## config.mk

```make
export PLATFORM = sky130hd
export DESIGN_NAME = sd_ext_dma
export DESIGN_NICKNAME = d
export VERILOG_FILES = /design/src/rtl/sd_ext_dma.sv
export SDC_FILE = /design/constraint.sdc
export NUM_CORES = 1
export LEC_CHECK = 0
export ABC_AREA = 0
export BUFFER_PORTS_ARGS = -buffer_cell sky130_fd_sc_hd__buf_2
export CAP_MARGIN = 15
export CORE_UTILIZATION = 44
export DETAILED_ROUTE_END_ITERATION = 16
export GPL_TIMING_DRIVEN = 0
export PLACE_DENSITY_LB_ADDON = 0.2
export SYNTH_ARGS = -nofsm -noshare
export SYNTH_HDL_FRONTEND = slang
export SYNTH_SLANG_ARGS = --single-unit
export TNS_END_PERCENT = 5
```

## constraint.sdc

```tcl
create_clock -name clk_50 -period 2.3 [get_ports clk_50]
set_clock_uncertainty 0.2 [all_clocks]
set_input_delay 0.46 -clock clk_50 [delete_from_list [all_inputs] [get_ports clk_50]]
set_output_delay 0.46 -clock clk_50 [all_outputs]
set_load 0.01 [all_outputs]
```

## src/rtl/sd_ext_dma.sv

```systemverilog
// Block-level DMA between the SD manager's 512-byte buffer RAMs and external
// memory over a Wishbone classic master; one block per request, 128 words.
module sd_ext_dma #(
    parameter logic [31:0] BASE_ADDR  = 32'h0000_0000,
    parameter logic [31:0] NUM_BLOCKS = 32'd65536,
    parameter logic [7:0]  TIMEOUT    = 8'd255
) (
    input  logic        clk_50,
    input  logic        reset,
    input  logic        ext_read_act,
    input  logic [31:0] ext_read_addr,
    input  logic        ext_read_stop,
    output logic        ext_read_go,
    input  logic        ext_write_act,
    input  logic [31:0] ext_write_addr,
    output logic        ext_write_done,
    output logic [6:0]  bram_rd_ext_addr,
    output logic        bram_rd_ext_wren,
    output logic [31:0] bram_rd_ext_data,
    output logic [6:0]  bram_wr_ext_addr,
    input  logic [31:0] bram_wr_ext_q,
    output logic [31:0] wb_adr_o,
    output logic [31:0] wb_dat_o,
    input  logic [31:0] wb_dat_i,
    output logic        wb_we_o,
    output logic [3:0]  wb_sel_o,
    output logic        wb_cyc_o,
    output logic        wb_stb_o,
    input  logic        wb_ack_i,
    input  logic        wb_err_i,
    output logic        busy,
    output logic        err,
    input  logic        err_clr
);

    localparam logic [2:0] IDLE     = 3'd0;
    localparam logic [2:0] RD_BUS   = 3'd1;
    localparam logic [2:0] RD_GO    = 3'd2;
    localparam logic [2:0] RD_REL   = 3'd3;
    localparam logic [2:0] WR_FETCH = 3'd4;
    localparam logic [2:0] WR_BUS   = 3'd5;
    localparam logic [2:0] WR_DONE  = 3'd6;

    logic [2:0]  state;
    logic [22:0] block;
    logic [6:0]  wc;
    logic [7:0]  tcnt;
    logic        rd_hold;
    logic        beat_timeout;
    logic [31:0] word_addr;

    assign word_addr    = BASE_ADDR + {block, 9'b0} + {23'b0, wc, 2'b00};
    assign beat_timeout = (tcnt == TIMEOUT - 8'd1);

    // Bus-side outputs read as zero whenever no cycle is in flight.
    assign wb_adr_o         = wb_cyc_o ? word_addr : 32'h0;
    assign wb_sel_o         = wb_cyc_o ? 4'hF : 4'h0;
    assign wb_dat_o         = wb_we_o ? bram_wr_ext_q : 32'h0;
    assign bram_wr_ext_addr = wc;
    assign busy             = (state != IDLE);

    always_ff @(posedge clk_50) begin
        if (reset) begin
            state            <= IDLE;
            block            <= 23'd0;
            wc               <= 7'd0;
            tcnt             <= 8'd0;
            rd_hold          <= 1'b0;
            err              <= 1'b0;
            ext_read_go      <= 1'b0;
            ext_write_done   <= 1'b0;
            bram_rd_ext_addr <= 7'd0;
            bram_rd_ext_wren <= 1'b0;
            bram_rd_ext_data <= 32'h0;
            wb_we_o          <= 1'b0;
            wb_cyc_o         <= 1'b0;
            wb_stb_o         <= 1'b0;
        end else begin
            bram_rd_ext_wren <= 1'b0;
            // Later error assignments in this block override the clear.
            if (err_clr)
                err <= 1'b0;
            if (!ext_read_act)
                rd_hold <= 1'b0;

            case (state)
                IDLE: begin
                    wc   <= 7'd0;
                    tcnt <= 8'd0;
                    if (ext_read_act && !rd_hold) begin
                        block <= ext_read_addr[22:0];
                        if (ext_read_addr >= NUM_BLOCKS) begin
                            err         <= 1'b1;
                            ext_read_go <= 1'b1;
                            state       <= RD_GO;
                        end else begin
                            wb_cyc_o <= 1'b1;
                            wb_stb_o <= 1'b1;
                            state    <= RD_BUS;
                        end
                    end else if (ext_write_act) begin
                        block <= ext_write_addr[22:0];
                        if (ext_write_addr >= NUM_BLOCKS) begin
                            err            <= 1'b1;
                            ext_write_done <= 1'b1;
                            state          <= WR_DONE;
                        end else begin
                            state <= WR_FETCH;
                        end
                    end
                end

                RD_BUS: begin
                    if (wb_stb_o) begin
                        if (wb_err_i || (!wb_ack_i && beat_timeout)) begin
                            err         <= 1'b1;
                            wb_cyc_o    <= 1'b0;
                            wb_stb_o    <= 1'b0;
                            ext_read_go <= 1'b1;
                            state       <= RD_GO;
                        end else if (wb_ack_i) begin
                            bram_rd_ext_wren <= 1'b1;
                            bram_rd_ext_addr <= wc;
                            bram_rd_ext_data <= wb_dat_i;
                            wb_stb_o         <= 1'b0;
                            wc               <= wc + 7'd1;
                            if (wc == 7'd127) begin
                                wb_cyc_o    <= 1'b0;
                                ext_read_go <= 1'b1;
                                state       <= RD_GO;
                            end
                        end else begin
                            tcnt <= tcnt + 8'd1;
                        end
                    end else begin
                        // One idle-strobe cycle while the buffer write lands.
                        wb_stb_o <= 1'b1;
                        tcnt     <= 8'd0;
                    end
                end

                RD_GO: begin
                    if (ext_read_stop) begin
                        ext_read_go <= 1'b0;
                        state       <= RD_REL;
                    end
                end

                RD_REL: begin
                    if (!ext_read_stop) begin
                        rd_hold <= ext_read_act;
                        state   <= IDLE;
                    end
                end

                WR_FETCH: begin
                    wb_cyc_o <= 1'b1;
                    wb_stb_o <= 1'b1;
                    wb_we_o  <= 1'b1;
                    tcnt     <= 8'd0;
                    state    <= WR_BUS;
                end

                WR_BUS: begin
                    if (wb_err_i || (!wb_ack_i && beat_timeout)) begin
                        err            <= 1'b1;
                        wb_cyc_o       <= 1'b0;
                        wb_stb_o       <= 1'b0;
                        wb_we_o        <= 1'b0;
                        ext_write_done <= 1'b1;
                        state          <= WR_DONE;
                    end else if (wb_ack_i) begin
                        wb_stb_o <= 1'b0;
                        wb_we_o  <= 1'b0;
                        if (wc == 7'd127) begin
                            wb_cyc_o       <= 1'b0;
                            ext_write_done <= 1'b1;
                            state          <= WR_DONE;
                        end else begin
                            wc    <= wc + 7'd1;
                            state <= WR_FETCH;
                        end
                    end else begin
                        tcnt <= tcnt + 8'd1;
                    end
                end

                WR_DONE: begin
                    if (!ext_write_act) begin
                        ext_write_done <= 1'b0;
                        state          <= IDLE;
                    end
                end

                default: state <= IDLE;
            endcase
        end
    end

endmodule

```

==> flow_metrics.tcl, run 1 <==
set metrics [dict create \
    dp.final_hpwl_mm 10.8 \
    grt_use_met2 0.490 \
    die_w_um 101 \
    powerDensity_nw_per_um2 895 \
    syn_area_per_cell_um2 7.61 \
    cts_sinks 88 \
    setup_viol 0 \
    antennaDiodeCount 0 \
    nets 976 \
    regToRegSetupSlack_ps 70 \
    io_pins 258 \
    tightest_slew_ps 562 \
    synth-edff-count 0 \
    r2r-start "bram_wr_ext_addr[0]" \
    grtUsageMet1 0.299 \
    synth_mux_area_frac 0.00230 \
    crit_buf_inv 0 \
    drc_errors 0 \
    place_area_um2 5780 \
    post-route-period-util 0.971 \
    final_common_cell "buf_2" \
    synth-compound-area-share 0.199 \
    drv_slew 0 \
    grt_max_degree 17 \
    multi_input_area_um2 2360 \
    vias 5081 \
    synth-seq-area-share 0.405 \
    first_iter_violations 256 \
    hold_viol 0 \
    max_stage_delay_ps 390 \
    cts_tree "done" \
    dieArea_um2 10300 \
    cts_buffer_depth 2 \
    cap_violations 0 \
    cp_slowest_cell "a2111oi_4" \
    rows 35 \
    postCtsSetupBuffers 0 \
    cp_top_family "simple AND/OR/NAND/NOR gates" \
    min_from "wb_dat_i[9]" \
    synth_cell_types 51 \
    setup_ws_ps 67.1 \
    critPathLaunch "bram_wr_ext_addr[0]" \
    synth_ff_type "dfxtp_1" \
    cts_root_buffer "clkbuf_8" \
    max_freq_ghz 0.448 \
    yosys.area_share.simple 0.323 \
    cts_hold_buf 0 \
    initial_core_util 0.462 \
    fp.dieH_um 101 \
    cts_max_level 3 \
    crit_path_cell_trace "ha_1, and3_1, a2111oi_4, nor2_1, or3_1, a21oi_1" \
    synth-async-reset-ratio 0 \
    min_path_type "primary input to flop" \
    path_class "flop to flop" \
    ir_drop_v 0.000621 \
    clk_latency_ps 360 \
    rsz0062_at_grt "yes" \
    wl_mm 13.8 \
    clk_pin_slew_ps 100 \
    overflow 0 \
    synth_top_family_by_area "simple AND/OR/NAND/NOR gates" \
    maxSlewHeadroom 0.626 \
    drt_first_pass_iters 5 \
    antenna_found_initial 0 \
    worstPathArrival_ps 2320 \
    wl_per_cell_um 14.2 \
    top_usage_layer "met2" \
    fin_area_um2 6030 \
    layout-drive-gt1-share 0.348 \
    post_drt_via_cell_ratio 5.23 \
    grt_pass1_wl_mm 21.4 \
    cp-start-kind "flop" \
    dp_slack_ps -96.3 \
    cp-end-kind "flop" \
    mostFrequentLayoutCells "buf_2, nand2_1, dfxtp_1" \
    synth_xor_area_frac 0.00806 \
    syn_inst 571 \
    numCtsBuffers 9 \
    fillers 871 \
    timing.hold.ws_ps 122 \
    grt_pass1_vias 4656 \
    area_growth_pct 38.6 \
    core_um2 9420 \
    gp_congestion 0.908 \
    drtAntennaViolNets 0 \
    fin_crit_ps 2230 \
    netlist_area_um2 4350 \
    ys_seq_elements 88 \
    synth_adder_area_share 0.00863 \
    yosys_warnings 0 \
    seq_area_um2 1760 \
    port_buffers 254 \
    power_leakage_nw 2.86 \
    status "completed" \
    grt_use_total 0.262 \
    cp.required_ps 2390 \
    worstPathMaxFanout 7 \
    grt_use_met3 0.0476 \
]
## stage by stage
step | cells | setup TNS (ps) | util | total power [mW]
floorplan | 572 | 0 | - | 3.37
global placement | 955 | -204 | 0.614 | 4.10
detailed placement | 955 | -1450 | 0.614 | 4.15
CTS | 971 | 0 | 0.639 | 5.40
global route | 971 | -79.7 | 0.640 | 5.72
finish | 971 | 0 | 0.640 | 5.39
## registers in the layout (all words and copies together) (netlist names), 3 cells and up
register / count
tcnt: 8
block: 23
bram_rd_ext_addr: 7
state: 3
bram_wr_ext_addr: 7
bram_rd_ext_data: 32
## cell families (layout without fill, tap and decap cells)
logic type               after synthesis  in the layout
AO/OA/AOI/OAI                        124            124
flip-flops                            88             88
buffers and inverters                 52            322
XOR/XNOR                               4              4
multiplexers                           1              1
adder cells (fa/ha/maj)                3              3
other                                  1              2
AND/OR/NAND/NOR                      298            298
## layout make-up
cell class | instances | area share
clock buffer | 10 | 0.0228
timing repair buffer | 254 | 0.211
buffer | 45 | 0.0349
tap | 129 | 0.0268
inverter | 7 | 0.00436
sequential | 88 | 0.292
multi-input combinational | 432 | 0.392
clock inverter | 6 | 0.0162
## timing repair
| item | CTS | global route |
|---|---|---|
| gates cloned | 0 | 0 |
| endpoints found under the setup margin | 4 | 16 |
| resized for setup | 1 | 3 |
## Yosys cell counts (2+ instances only)
| cell | number | area, um2 |
|---|---|---|
| a311oi_1 | 25 | 219 |
| nand3b_1 | 2 | 15.0 |
| nand4_1 | 5 | 31.3 |
| inv_1 | 6 | 22.5 |
| a211oi_1 | 2 | 15.0 |
| o21a_1 | 4 | 30.0 |
| clkbuf_1 | 31 | 116 |
| buf_4 | 6 | 45.0 |
| nand2_1 | 140 | 526 |
| nand2b_1 | 3 | 18.8 |
| or3_1 | 10 | 62.6 |
| o21ai_0 | 12 | 60.1 |
| a31oi_1 | 3 | 18.8 |
| o21ai_1 | 2 | 10.0 |
| and3_1 | 2 | 12.5 |
| a32o_1 | 2 | 20.0 |
| nor4_1 | 11 | 68.8 |
| nand3_1 | 4 | 20.0 |
| a221oi_2 | 2 | 30.0 |
| o31ai_1 | 5 | 37.5 |
| and2_1 | 63 | 394 |
| dfxtp_1 | 88 | 1760 |
| nor2b_1 | 4 | 25.0 |
| o311a_1 | 2 | 20.0 |
| o22ai_1 | 3 | 18.8 |
| o2111ai_1 | 3 | 26.3 |
| ha_1 | 3 | 37.5 |
| a22oi_1 | 2 | 15.0 |
| a21oi_1 | 49 | 245 |
| xor2_1 | 3 | 26.3 |
| buf_2 | 7 | 35.0 |
| nor2_1 | 48 | 180 |
## report_power, final
| part | total (mW) | internal, mW | leakage (nW) | switching [mW] |
|---|---|---|---|---|
| Sequential | 1.98 | 1.78 | 0.716 | 0.200 |
| Clock | 1.26 | 0.659 | 0.119 | 0.597 |
| Combinational | 2.15 | 0.874 | 2.02 | 1.28 |
| Total | 5.39 | 3.32 | 2.86 | 2.08 |
## per-layer routing
metal  share of wire  wire, um  vias up
met2            0.50      6960      246
met4           0.018       250        0
met1            0.40      5560     2312
met3           0.073      1010       26
met5               0         0        -
li1                -         -     2497
## worst register-to-register path, delay by kind of cell, from the launching register on
kind | cells | cell delay, ps
AO/OA/AOI/OAI | 2 | 560
adder cells (fa/ha/maj) | 1 | 230
flip-flops | 1 | 380
AND/OR/NAND/NOR | 3 | 800
## final timing paths
path,end,cells past startpoint
hold reg to reg,bram_rd_ext_data[5],2
hold / removal,bram_rd_ext_data[9],3
setup reg to reg,bram_wr_ext_addr[3],6
setup / recovery,bram_wr_ext_addr[3],6
Note: power is estimated with default switching activity, not from simulation.
==> inputs of run 2 (changes only) <==
--- a/config.mk
+++ b/config.mk
@@ -8,7 +8,7 @@
 export ABC_AREA = 0
 export BUFFER_PORTS_ARGS = -buffer_cell sky130_fd_sc_hd__buf_2
 export CAP_MARGIN = 15
-export CORE_UTILIZATION = 44
+export CORE_UTILIZATION = 40
 export DETAILED_ROUTE_END_ITERATION = 16
 export GPL_TIMING_DRIVEN = 0
 export PLACE_DENSITY_LB_ADDON = 0.2
==> constraint.sdc (replaced) <==
create_clock -name clk_50 -period 1.9 [get_ports clk_50]
set_clock_uncertainty 0.2 [all_clocks]
set_input_delay 0.38 -clock clk_50 [delete_from_list [all_inputs] [get_ports clk_50]]
set_output_delay 0.38 -clock clk_50 [all_outputs]
set_load 0.01 [all_outputs]
==> flow_metrics.tcl, run 2 (synthesis gave the netlist of run 1 again) <==
set metrics [dict create \
    status "finished, violations left" \
    violations "negative setup slack" \
    crit_path_cell_trace "buf_6, nor2b_4, a221oi_4, o311ai_4, buf_4, o21a_1, a41o_1" \
    initial_core_util 0.417 \
    rows 37 \
    hold_viol 0 \
    seq_area_um2 1780 \
    cp-start-kind "flop" \
    top_register "bram_rd_ext_data" \
    post-route-util 0.603 \
    post_drt_via_cell_ratio 5.18 \
    min_from "wb_dat_i[7]" \
    final_common_cell "buf_2" \
    mostFrequentLayoutCells "buf_2, nand2_1, dfxtp_1" \
    cts_buffer_depth 2 \
    drt_first_pass_iters 5 \
    timing.hold.ws_ps 45.5 \
    gp_congestion 0.894 \
    worst_r2r_endpoint "state[1]" \
    grt_pass1_wl_mm 21.9 \
    multi_input_area_um2 2490 \
    regToRegSetupSlack_ps -120 \
    powerDensity_nw_per_um2 1080 \
    first_iter_violations 405 \
    cts_sinks 88 \
    wl_per_cell_um 14.4 \
    cts_root_buffer "clkbuf_8" \
    power_leakage_nw 2.96 \
    drc_errors 0 \
    die_w_um 106 \
    place_area_um2 5820 \
    max_stage_delay_ps 370 \
    max_freq_ghz 0.496 \
    critPathLaunch "state[0]" \
    layout-drive-gt1-share 0.408 \
    antennaDiodeCount 0 \
    antenna_found_initial 0 \
    fin_area_um2 6280 \
    maxSlewHeadroom 0.633 \
    dieArea_um2 11300 \
    reg.largest.list "bram_rd_ext_data: 32 flops, block: 23 flops, tcnt: 8 flops" \
    rsz0062_at_grt "yes" \
    port_buffers 254 \
    area_growth_pct 44.5 \
    post-route-period-util 1.06 \
    fp.dieH_um 106 \
    tightest_slew_ps 551 \
    r2r-start "state[0]" \
    setup_viol 17 \
    ir_drop_v 0.000785 \
    cap_violations 0 \
    dp.final_hpwl_mm 11.0 \
    fillers 991 \
    worstPathMaxFanout 5 \
    nets 987 \
    fin_crit_ps 2020 \
    placed_cells 962 \
    cp_slowest_cell "dfxtp_4" \
    reg2reg_depth 7 \
    grt_max_degree 19 \
    core_um2 10400 \
    io_pins 258 \
    worstPathArrival_ps 2060 \
    drtAntennaViolNets 0 \
    path_class "flop to flop" \
    cp-endpoint "state[1]" \
    numCtsBuffers 9 \
    grt_pass1_vias 4638 \
    stdcell_count 989 \
    min_path_type "primary input to flop" \
    wl_mm 14.3 \
    grt_use_total 0.241 \
    overflow 0 \
    clk_latency_ps 350 \
    cts_max_level 3 \
    cp-end-kind "flop" \
    cp.required_ps 1950 \
    setup_ws_ps -115 \
    largest_reg_flops 32 \
    clk_pin_slew_ps 110 \
    cts_tree "done" \
    drv_slew 0 \
    vias 5127 \
    p_total_mw 6.78 \
    tns_ps -818 \
    dp_slack_ps -421 \
]
==> run 2: changes by cell type in the layout (fill, tap and decap cells not counted), sizes merged <==
cell and delta:
buf +18, clkinvlp +2, inv +1, clkbuf -8, bufinv -2
==> run 2: timing repair <==
action                                  CTS  global route
resized for setup                        39            34
endpoints found under the setup margin  138            83
cloned                                    0             0
buffers inserted                          4             7
hold buffers                              0             0
pin swaps                                 8            11
==> run 2: worst min-delay path by stage <==
stage                      endpoint  depth (start not counted)  slack, ps
4_1_cts         bram_rd_ext_data[7]                          3         30
3_5_place_dp   bram_rd_ext_data[29]                          2        240
6_report        bram_rd_ext_data[7]                          3         50
5_1_grt        bram_rd_ext_data[14]                          3         40
3_3_place_gp    bram_rd_ext_data[5]                          2        240
2_1_floorplan               tcnt[5]                          1        250
==> run 2: power breakdown <==
part | internal, mW | switching, mW
logic | 1.38 | 1.68
registers | 2.18 | 0.254
clock network | 0.517 | 0.764
total | 4.08 | 2.70
==> run 2: worst max-delay path, delay by kind of cell, from the launching register on <==
kind / cells / cell delay (ps)
DFF: 1 / 370
buffers and inverters: 2 / 290
and+or+nand+nor: 1 / 130
AOI/OAI and AO/OA: 4 / 910
==> run 2: final cells by class <==
cell class              instances  share of cell area
plain buffers                  45              0.0420
clock buffers                   9              0.0197
clock inverters                 7              0.0115
inverters                       7             0.00478
multi-input cells             432               0.396
flip-flops and latches         88               0.284
well taps                     136              0.0271
repair buffers                265               0.215
==> run 2: per-layer routing <==
layer  track usage  wire length [um]
met1         0.277              5470
met2         0.447              7360
met3        0.0417              1160
met4        0.0823               293
met5             0                 0
